==> config.mk <==
export PLATFORM = sky130hd
export DESIGN_NAME = sb_arbiter
export DESIGN_NICKNAME = d
export VERILOG_FILES = /design/src/rtl/sb_arbiter.sv
export SDC_FILE = /design/constraint.sdc
export NUM_CORES = 1
export LEC_CHECK = 0
export CAP_MARGIN = 20
export CORE_MARGIN = 3
export CORE_UTILIZATION = 30
export DETAILED_ROUTE_END_ITERATION = 12
export PLACE_DENSITY = 0.6
export SLEW_MARGIN = 30
export SYNTH_ARGS = -nofsm -noshare
export SYNTH_HDL_FRONTEND = slang
export SYNTH_SLANG_ARGS = --single-unit
==> constraint.sdc <==
create_clock -name sb_clk -period 6.8 [get_ports sb_clk]
set_input_delay 0.68 -clock sb_clk [delete_from_list [all_inputs] [get_ports sb_clk]]
set_output_delay 0.68 -clock sb_clk [all_outputs]
set_load 0.02 [all_outputs]
==> src/rtl/sb_arbiter.sv <==
// sb_arbiter: round-robin arbiter for the shared SB bus.
// Supports bus lock, parks the bus on master 0, and masks split masters
// until the slave signals resume.
// Optional: define SB_ARB_TIMEOUT_EN to force an unlocked owner off the bus
// after MAX_TENURE cycles of tenure when another master is waiting.
module sb_arbiter #(
  parameter int NUM_MASTERS = 3,
  parameter int SEL_WIDTH   = 2,
  parameter int MAX_TENURE  = 16
) (
  input  logic                   sb_clk,
  input  logic                   sb_resetn,
  input  logic [NUM_MASTERS-1:0] sb_busreq,
  input  logic [NUM_MASTERS-1:0] sb_lock,
  input  logic [1:0]             sb_trans,
  input  logic                   sb_ready,
  input  logic [1:0]             sb_resp,
  input  logic [NUM_MASTERS-1:0] sb_split_resume,
  output logic [NUM_MASTERS-1:0] sb_grant,
  output logic [SEL_WIDTH-1:0]   sb_master_sel,
  output logic                   sb_mastlock,
  output logic [NUM_MASTERS-1:0] sb_split_mask
);

  localparam int IW = (NUM_MASTERS > 1) ? $clog2(NUM_MASTERS) : 1;

  // Reject configurations the select bus cannot encode.
  if (NUM_MASTERS < 2 || NUM_MASTERS > 8 || (2**SEL_WIDTH) < NUM_MASTERS || MAX_TENURE < 1) begin : g_bad_params
    $error("sb_arbiter: illegal parameter combination");
  end

  typedef enum logic [1:0] {S_PARK, S_OWN, S_SPLIT} state_t;

  state_t                 state_q, state_d;
  logic [NUM_MASTERS-1:0] grant_d, mask_d;
  logic [SEL_WIDTH-1:0]   sel_d, ptr_q, ptr_d, winner;
  logic                   mastlock_d, new_grant, go_park, preempt;

  logic [NUM_MASTERS-1:0] eligible, others, owner_bit;
  logic                   split_hit, releasable, release_pt;

  assign eligible   = sb_busreq & ~sb_split_mask;
  assign owner_bit  = NUM_MASTERS'(1) << sb_master_sel;
  assign others     = eligible & ~owner_bit;
  assign split_hit  = (sb_resp == 2'd3) && !sb_ready;
  // IDLE and NONSEQ are the only trans types that mark a burst boundary.
  assign releasable = sb_ready && !sb_lock[sb_master_sel] && !sb_trans[0];
  assign release_pt = releasable && !sb_busreq[sb_master_sel];

  // First requester found searching upward from (from+1), wrapping around.
  function automatic logic [SEL_WIDTH-1:0] rr_pick(input logic [NUM_MASTERS-1:0] req,
                                                   input logic [SEL_WIDTH-1:0]   from);
    logic [SEL_WIDTH-1:0] pick;
    logic                 found;
    int                   idx;
    pick  = from;
    found = 1'b0;
    for (int k = 1; k <= NUM_MASTERS; k++) begin
      idx = (int'(from) + k) % NUM_MASTERS;
      if (!found && req[idx[IW-1:0]]) begin
        pick  = SEL_WIDTH'(idx);
        found = 1'b1;
      end
    end
    return pick;
  endfunction

`ifdef SB_ARB_TIMEOUT_EN
  localparam int             TW      = $clog2(MAX_TENURE) + 1;
  localparam logic [TW-1:0]  TEN_MAX = TW'(MAX_TENURE);
  logic [TW-1:0] tenure_q;

  // Tenure counter: restarts on every new grant and saturates at the limit.
  always_ff @(posedge sb_clk or negedge sb_resetn) begin
    if (!sb_resetn) begin
      tenure_q <= '0;
    end else if (new_grant) begin
      tenure_q <= '0;
    end else if (state_q == S_OWN && tenure_q != TEN_MAX) begin
      tenure_q <= tenure_q + TW'(1);
    end
  end

  assign preempt = (tenure_q == TEN_MAX) && releasable;
`else
  assign preempt = 1'b0;
`endif

  // Next-state and registered-output decisions for the arbitration FSM.
  always_comb begin
    state_d    = state_q;
    grant_d    = sb_grant;
    sel_d      = sb_master_sel;
    ptr_d      = ptr_q;
    mastlock_d = 1'b0;
    mask_d     = sb_split_mask & ~sb_split_resume;
    new_grant  = 1'b0;
    go_park    = 1'b0;
    winner     = '0;
    case (state_q)
      S_PARK: begin
        if (eligible != '0) begin
          new_grant = 1'b1;
          winner    = rr_pick(eligible, ptr_q);
        end else begin
          go_park = 1'b1;
        end
      end
      S_OWN: begin
        mastlock_d = sb_lock[sb_master_sel];
        if (split_hit) begin
          mask_d     = mask_d | owner_bit;
          grant_d    = '0;
          mastlock_d = 1'b0;
          state_d    = S_SPLIT;
        end else if ((release_pt || preempt) && others != '0) begin
          new_grant = 1'b1;
          winner    = rr_pick(others, sb_master_sel);
        end else if (release_pt) begin
          go_park = 1'b1;
        end
      end
      S_SPLIT: begin
        if (eligible != '0) begin
          new_grant = 1'b1;
          winner    = rr_pick(eligible, ptr_q);
        end else begin
          go_park = 1'b1;
        end
      end
      default: go_park = 1'b1;
    endcase
    if (new_grant) begin
      state_d = S_OWN;
      grant_d = NUM_MASTERS'(1) << winner;
      sel_d   = winner;
      ptr_d   = winner;
    end
    if (go_park) begin
      state_d = S_PARK;
      grant_d = {{(NUM_MASTERS-1){1'b0}}, ~mask_d[0]};
      sel_d   = '0;
    end
  end

  // State and output registers; reset parks the bus on master 0.
  always_ff @(posedge sb_clk or negedge sb_resetn) begin
    if (!sb_resetn) begin
      state_q       <= S_PARK;
      sb_grant      <= NUM_MASTERS'(1);
      sb_master_sel <= '0;
      sb_mastlock   <= 1'b0;
      sb_split_mask <= '0;
      ptr_q         <= '0;
    end else begin
      state_q       <= state_d;
      sb_grant      <= grant_d;
      sb_master_sel <= sel_d;
      sb_mastlock   <= mastlock_d;
      sb_split_mask <= mask_d;
      ptr_q         <= ptr_d;
    end
  end

endmodule

== Yosys cells after proc, flatten, opt, wreduce, memory -nomap -nowiden ==
Index checks and enable logic that the tools add are counted.

* Bits in writable memories: 0
* Memory bits (read-only): 0
* Memories: 0
* Latch bits: 0
* Register bits after elaboration: 13
* Output and inout port bits: 9
* Input port bits: 16
* Word-level logic and storage cells: 137

* Shift operators: 2
* Multiply operators: 0
* Bitwise gates (word level): 8
* Divide/modulo/power cells: 6
* Reduce and logical (&&, ||, !) cells: 29
* Magnitude comparators: 7
* Mux-type cells: 70
* Equality and inequality tests: 3
* Add/subtract/negate cells: 6

{| class="wikitable"
|+ Operator list
! operator !! count
|-
| modulo 32 x 3 -> 32 bit, second input constant || 6
|-
| 2-to-1 mux 2 bit || 18
|-
| 2-to-1 mux 1 bit || 35
|-
| < comparator 2 x 3 -> 1 bit, second input constant || 7
|-
| 2-to-1 mux 3 bit || 6
|-
| binary-select mux 1 bit (select 2 bit) || 8
|-
| adder 2 x 2 -> 3 bit, second input constant || 4
|-
| nonzero test 3 bit || 4
|-
| logical AND 1 bit || 11
|-
| zero test 1 bit || 10
|-
| AND 3 bit || 3
|-
| inverter 3 bit || 3
|-
| adder 2 x 1 -> 3 bit, second input constant || 2
|-
| case mux 2 bit (3 select lines) || 1
|-
| left shift 1 x 2 -> 3 bit, first input constant || 2
|-
| equality test 2 bit, second input constant || 2
|-
| case mux 1 bit (2 select lines) || 2
|-
| bitwise OR 3 bit || 1
|-
| equality test 2 x 1 -> 1 bit, second input constant || 1
|-
| zero test 2 bit || 1
|-
| AND reduction 2 bit || 1
|-
| nonzero test 2 bit || 1
|-
| OR reduction 2 bit || 1
|-
| inverter 1 bit || 1
|}

== Longest topological paths before layout ==
* Depth after elaboration: 25
* Gate-level depth with buffers: 10
* Gate-level depth less buffers: 9

== Least setup slack after synthesis ==
Ideal clock, no wire load.

* Path type: register -> register
* Start: reg sb_master_sel[0]
* End: reg sb_grant[0]
* Arrival: 2.225 ns
* Path slack: 4.495 ns
* Path buffers: 1
* Setup time: 0.080 ns
* Data required time: 6.720 ns
* Stages on the path, launching flop included: 10
* Clock period less this slack: 2.305 ns
* Cell sequence: dfrtp_1 -> inv_1 -> ha_1 -> clkbuf_1 -> nor3b_1 -> nor3_1 -> nor3b_4 -> nand4_1 -> and3_1 -> a32o_1

* Longest elaborated chain between the ends: 24
* Elaborated cells on any way between the ends: 61
* Those cells by class: add/sub: 3; div: 3; shift: 2; mux: 35; bitwise: 4; reduce/logical: 14

{| class="wikitable"
|+ Ends and longest elaborated chain
! item !! RTL line !! text
|-
| start: declaration || 20 || <nowiki>output logic [SEL_WIDTH-1:0] sb_master_sel,</nowiki>
|-
| start signal: assignment || 158 || <nowiki>sb_master_sel <= sel_d;</nowiki>
|-
| parallel branches: the longest is 24 deep, another holds modulo 32 x 3 -> 32 bit || -- ||
|-
| end signal: assignment || 157 || <nowiki>sb_grant <= grant_d;</nowiki>
|-
| end: declaration || 19 || <nowiki>output logic [NUM_MASTERS-1:0] sb_grant,</nowiki>
|}

Parallel ways; which one is timed is not known. The select of a mux whose other input is x is not followed.
A chain may end at the register's enable or synchronous reset.

== Final worst setup path ==
* Start: in sb_busreq[0]
* End: reg sb_master_sel[0]

* Longest elaborated chain between the ends: 22
* Elaborated cells on any way between the ends: 76
* Those cells by class: mux: 56; bitwise: 2; reduce/logical: 18

{| class="wikitable"
|+ Ends and longest elaborated chain
! item !! RTL line !! text
|-
| start: declaration || 13 || <nowiki>input logic [NUM_MASTERS-1:0] sb_busreq,</nowiki>
|-
| AND 3 bit || 42 || <nowiki>assign eligible = sb_busreq & ~sb_split_mask;</nowiki>
|-
| AND 3 bit || 44 || <nowiki>assign others = eligible & ~owner_bit;</nowiki>
|-
| binary-select mux 1 bit (select 2 bit) || 60 || <nowiki>if (!found && req[idx[IW-1:0]]) begin</nowiki>
|-
| 2-to-1 mux 1 bit (not written as such) || 60 ||
|-
| 2-to-1 mux 1 bit || 60 ||
|-
| 2-to-1 mux 1 bit || 116 || <nowiki>end else if ((release_pt || preempt) && others != '0) begin</nowiki>
|-
| 2-to-1 mux 1 bit || 111 || <nowiki>if (split_hit) begin</nowiki>
|-
| 2-to-1 mux 1 bit || 100 || <nowiki>case (state_q)</nowiki>
|-
| [... 6 more ...] || -- ||
|-
| zero test 1 bit || 60 ||
|-
| logical AND 1 bit || 60 ||
|-
| 2-to-1 mux 2 bit || 60 ||
|-
| 2-to-1 mux 2 bit || 116 ||
|-
| 2-to-1 mux 2 bit || 111 ||
|-
| case mux 2 bit (3 select lines) || 100 ||
|-
| 2-to-1 mux 2 bit || 133 || <nowiki>if (new_grant) begin</nowiki>
|-
| 2-to-1 mux 2 bit || 139 || <nowiki>if (go_park) begin</nowiki>
|}

Several ways; a longest one is shown, not always the timed one. The select of a mux whose other input is x is not followed.

==> results.py <==
metrics = {
    "clock_network": {
        "h-tree-depth": 1,
        "cts.sinks": 13,
        "ctsResizeCount": 0,
        "clk_path_buf_depth": 2,
        "clk_pin_slew_ns": 0.06,
        "cts_setup_buffers": 0,
        "cts-hold-fix-buffers": 0,
        "cts_tree": "built",
        "clock_latency_ns": 0.25,
        "clockRootBuffer": "clkbuf_8",
        "cts_made_buffers": 3,
    },
    "critical_path": {
        "cp-start-kind": "input pin",
        "reg2reg_depth": 8,
        "critical_path_class": "input pin to flop",
        "crit_buf_inv": 1,
        "cp_slowest_cell": "clkdlybuf4s50_1",
        "crit_path_end_kind": "flop",
        "worstPathRequired_ns": 6.89,
        "worstPathCellList": "clkdlybuf4s50_1, nor3b_2, a22oi_1, o221ai_1, o21ai_0, a31oi_1, o21ai_0",
        "slowest_delay_ns": 0.58,
        "crit_family": "compound AO/OA/AOI/OAI gates",
        "worstSetupPathDepth": 7,
        "cp_common_cell": "o21ai_0",
        "cp_max_fo": 5,
        "cp.arrival_ns": 2.74,
    },
    "synth": {
        "netlist.area_leader.share_pct": 26.1,
        "synth_top_family_by_area": "compound AO/OA/AOI/OAI gates",
        "ys.flop_type": "dfrtp_1",
        "ys.warnings.count": 0,
        "yosysTopAreaCell": "dfrtp_1",
        "ys_types": 54,
        "yosys.area_share.simple_pct": 25.0,
        "yosysMostFrequentCell": "dfrtp_1",
        "syn-num-nets": 150,
        "synthTopCellsByArea": "dfrtp_1 26%, ha_1 8.7%, o21ai_0 4.8%",
        "ys_ff_latch": 13,
        "synth_xor_area_share_pct": 0,
        "async_flop_share_pct": 100,
        "synth_edf_count": 0,
        "synthesis.area_mm2": 0.00115,
        "synth_fa_ha_area_share_pct": 8.71,
        "yosysSeqAreaShare_pct": 28.4,
        "avgSynthCellArea_um2": 9.13,
        "muxShareOfSynthArea_pct": 4.90,
        "yosys-top-cells-count": "12 x dfrtp_1, 11 x nand2_1, 11 x o21ai_0",
        "netlist_instances": 126,
        "synth-compound-area-share_pct": 29.1,
    },
    "power": {
        "p_total_uw": 601,
        "vdd_drop_max_v": 0.000183,
        "power.density_mw_per_mm2": 409,
        "leakage_nw": 0.599,
    },
    "timing": {
        "period_minus_slack_ns": 2.65,
        "finalSetupViolCount": 0,
        "fin_skew_ns": 0.000997,
        "worst_slew_pin_slew_ns": 0.612,
        "finalSetupTns_ns": 0,
        "rsz0062_at_grt": "false",
        "layout_setup_ws_ns": 4.15,
        "max_freq_mhz": 378,
        "slew_violations": 0,
        "hold_viol_final": 0,
        "max_slew_margin_pct": 59.1,
        "min_period_over_period_pct": 38.9,
    },
    "placed_design": {
        "place_ws_ns": 3.90,
        "gp_congestion": 0.858,
        "postPlaceCellArea_mm2": 0.00142,
        "hpwlAfterDp_mm": 2.32,
        "portBuffers": 23,
    },
    "die": {
        "start_util_pct": 32.7,
        "ioPinCount": 25,
        "die_w_um": 67.9,
        "die_area_mm2": 0.00461,
        "design.core.area_mm2": 0.00352,
        "fp-row-count": 21,
        "die_y_um": 67.9,
    },
    "outcome": {
        "status": "completed",
    },
    "layout": {
        "drive_gt1_share_pct": 18.7,
        "areaGrowthSynthToFinish_pct": 27.7,
        "stdcell_area_mm2": 0.00147,
        "antenna_cells": 0,
        "nets": 175,
        "post-route-util_pct": 41.7,
    },
    "global_routing": {
        "grt_overflow": 0,
        "grt_max_degree": 14,
        "grt_usage_pct": 14.4,
        "grt_first_pass_wirelength_mm": 5.02,
        "grt_pass1_vias": 1092,
        "antenna_found_initial": 0,
    },
    "flow_run": {
        "cap_violations": 0,
    },
    "routing": {
        "drt_iter0_drc": 49,
        "wirelength_mm": 2.89,
        "drt-pass1-iter-count": 5,
        "drc": 0,
        "wl_per_cell_um": 14.7,
        "viasPerCell": 5.39,
        "vias": 1057,
        "ant_nets": 0,
    },
    "worst_hold_path": {
        "holdPathStages": 2,
        "hold_path_class": "flop to flop",
    },
}
==> worst reg2reg max path, cell delays in order (launching register included) <==
cell      delay [ns]
dfrtp_1         0.48
inv_1           0.16
ha_1            0.32
nor3b_1         0.39
a21oi_1         0.11
o221ai_1        0.23
o21ai_0         0.11
a31oi_1         0.43
o21ai_0         0.18
==> path summary, 6_finish.rpt <==
path / startpoint / end / slack [ns]
min: sb_grant[1] / sb_grant[1] / 0.50
max: sb_busreq[0] / sb_master_sel[0] / 4.15
max reg2reg: sb_master_sel[0] / sb_master_sel[0] / 4.23
min in group asynchronous: sb_resetn / sb_grant[1] / 0.82
max in group asynchronous: sb_resetn / sb_split_mask[1] / 5.59
min reg2reg: sb_grant[1] / sb_grant[1] / 0.50
==> cell families (layout without fill, tap and decap cells) <==
group           Yosys count  in the layout
simple gates             46             46
flops                    13             13
mux                       5              5
compound gates           43             43
fa+ha+maj                 8              8
buf+inv                  11             35
==> cells in the final DEF (no fill, tap or decap), types with 2 or more instances in the layout <==
master           instances
nor3b_1                  2
nor3b_2                  2
a21oi_1                  7
o21ai_1                  2
dfrtp_1                 12
nor2_1                   8
nor3_1                   4
o21ai_2                  2
mux2i_1                  3
clkdlybuf4s50_1         23
a22o_1                   2
inv_1                    8
clkbuf_8                 3
nand2_1                 11
ha_1                     8
o21ai_0                 11
or2_2                    4
a31oi_1                  2
==> cell type report <==
type	count	area, um2
sequential	13	327
fill	384	2050
inverter	8	30.0
clock inverter	1	5.00
multi-input combinational	102	778
timing repair buffer	23	230
clock buffer	3	41.3
tap	46	57.6
==> flip-flops by register name, summed over array words and instances (netlist names) <==
| signal | flops |
|---|---|
| sb_grant | 3 |
| sb_mastlock | 1 |
| state_q | 2 |
| sb_master_sel | 2 |
| sb_split_mask | 3 |
| ptr_q | 2 |
==> routing by layer <==
| metal | vias to the layer above | global-route usage (%) | share of wire [%] |
|---|---|---|---|
| li1 | 512 | - | - |
| met1 | 506 | 19.9 | 47 |
| met2 | 36 | 23.7 | 48 |
| met3 | 3 | 2.96 | 4.8 |
| met4 | 0 | 1.74 | 0.35 |
| met5 | - | 0 | 0 |
==> through the flow <==
stage	std cells	hold slack, ns
after global placement	192	0.482
after CTS	196	0.509
after detailed placement	192	0.491
after global routing	196	0.546
after floorplan	126	0.384
final	196	0.499
==> power by group <==
group	total, mW	internal [mW]	leakage, nW	switching (mW)
Combinational	0.401	0.181	0.407	0.220
Clock	0.0700	0.0405	0.0255	0.0294
Sequential	0.130	0.106	0.167	0.0245
Total	0.601	0.327	0.599	0.274
No activity file was read; power rests on OpenSTA's default activity.
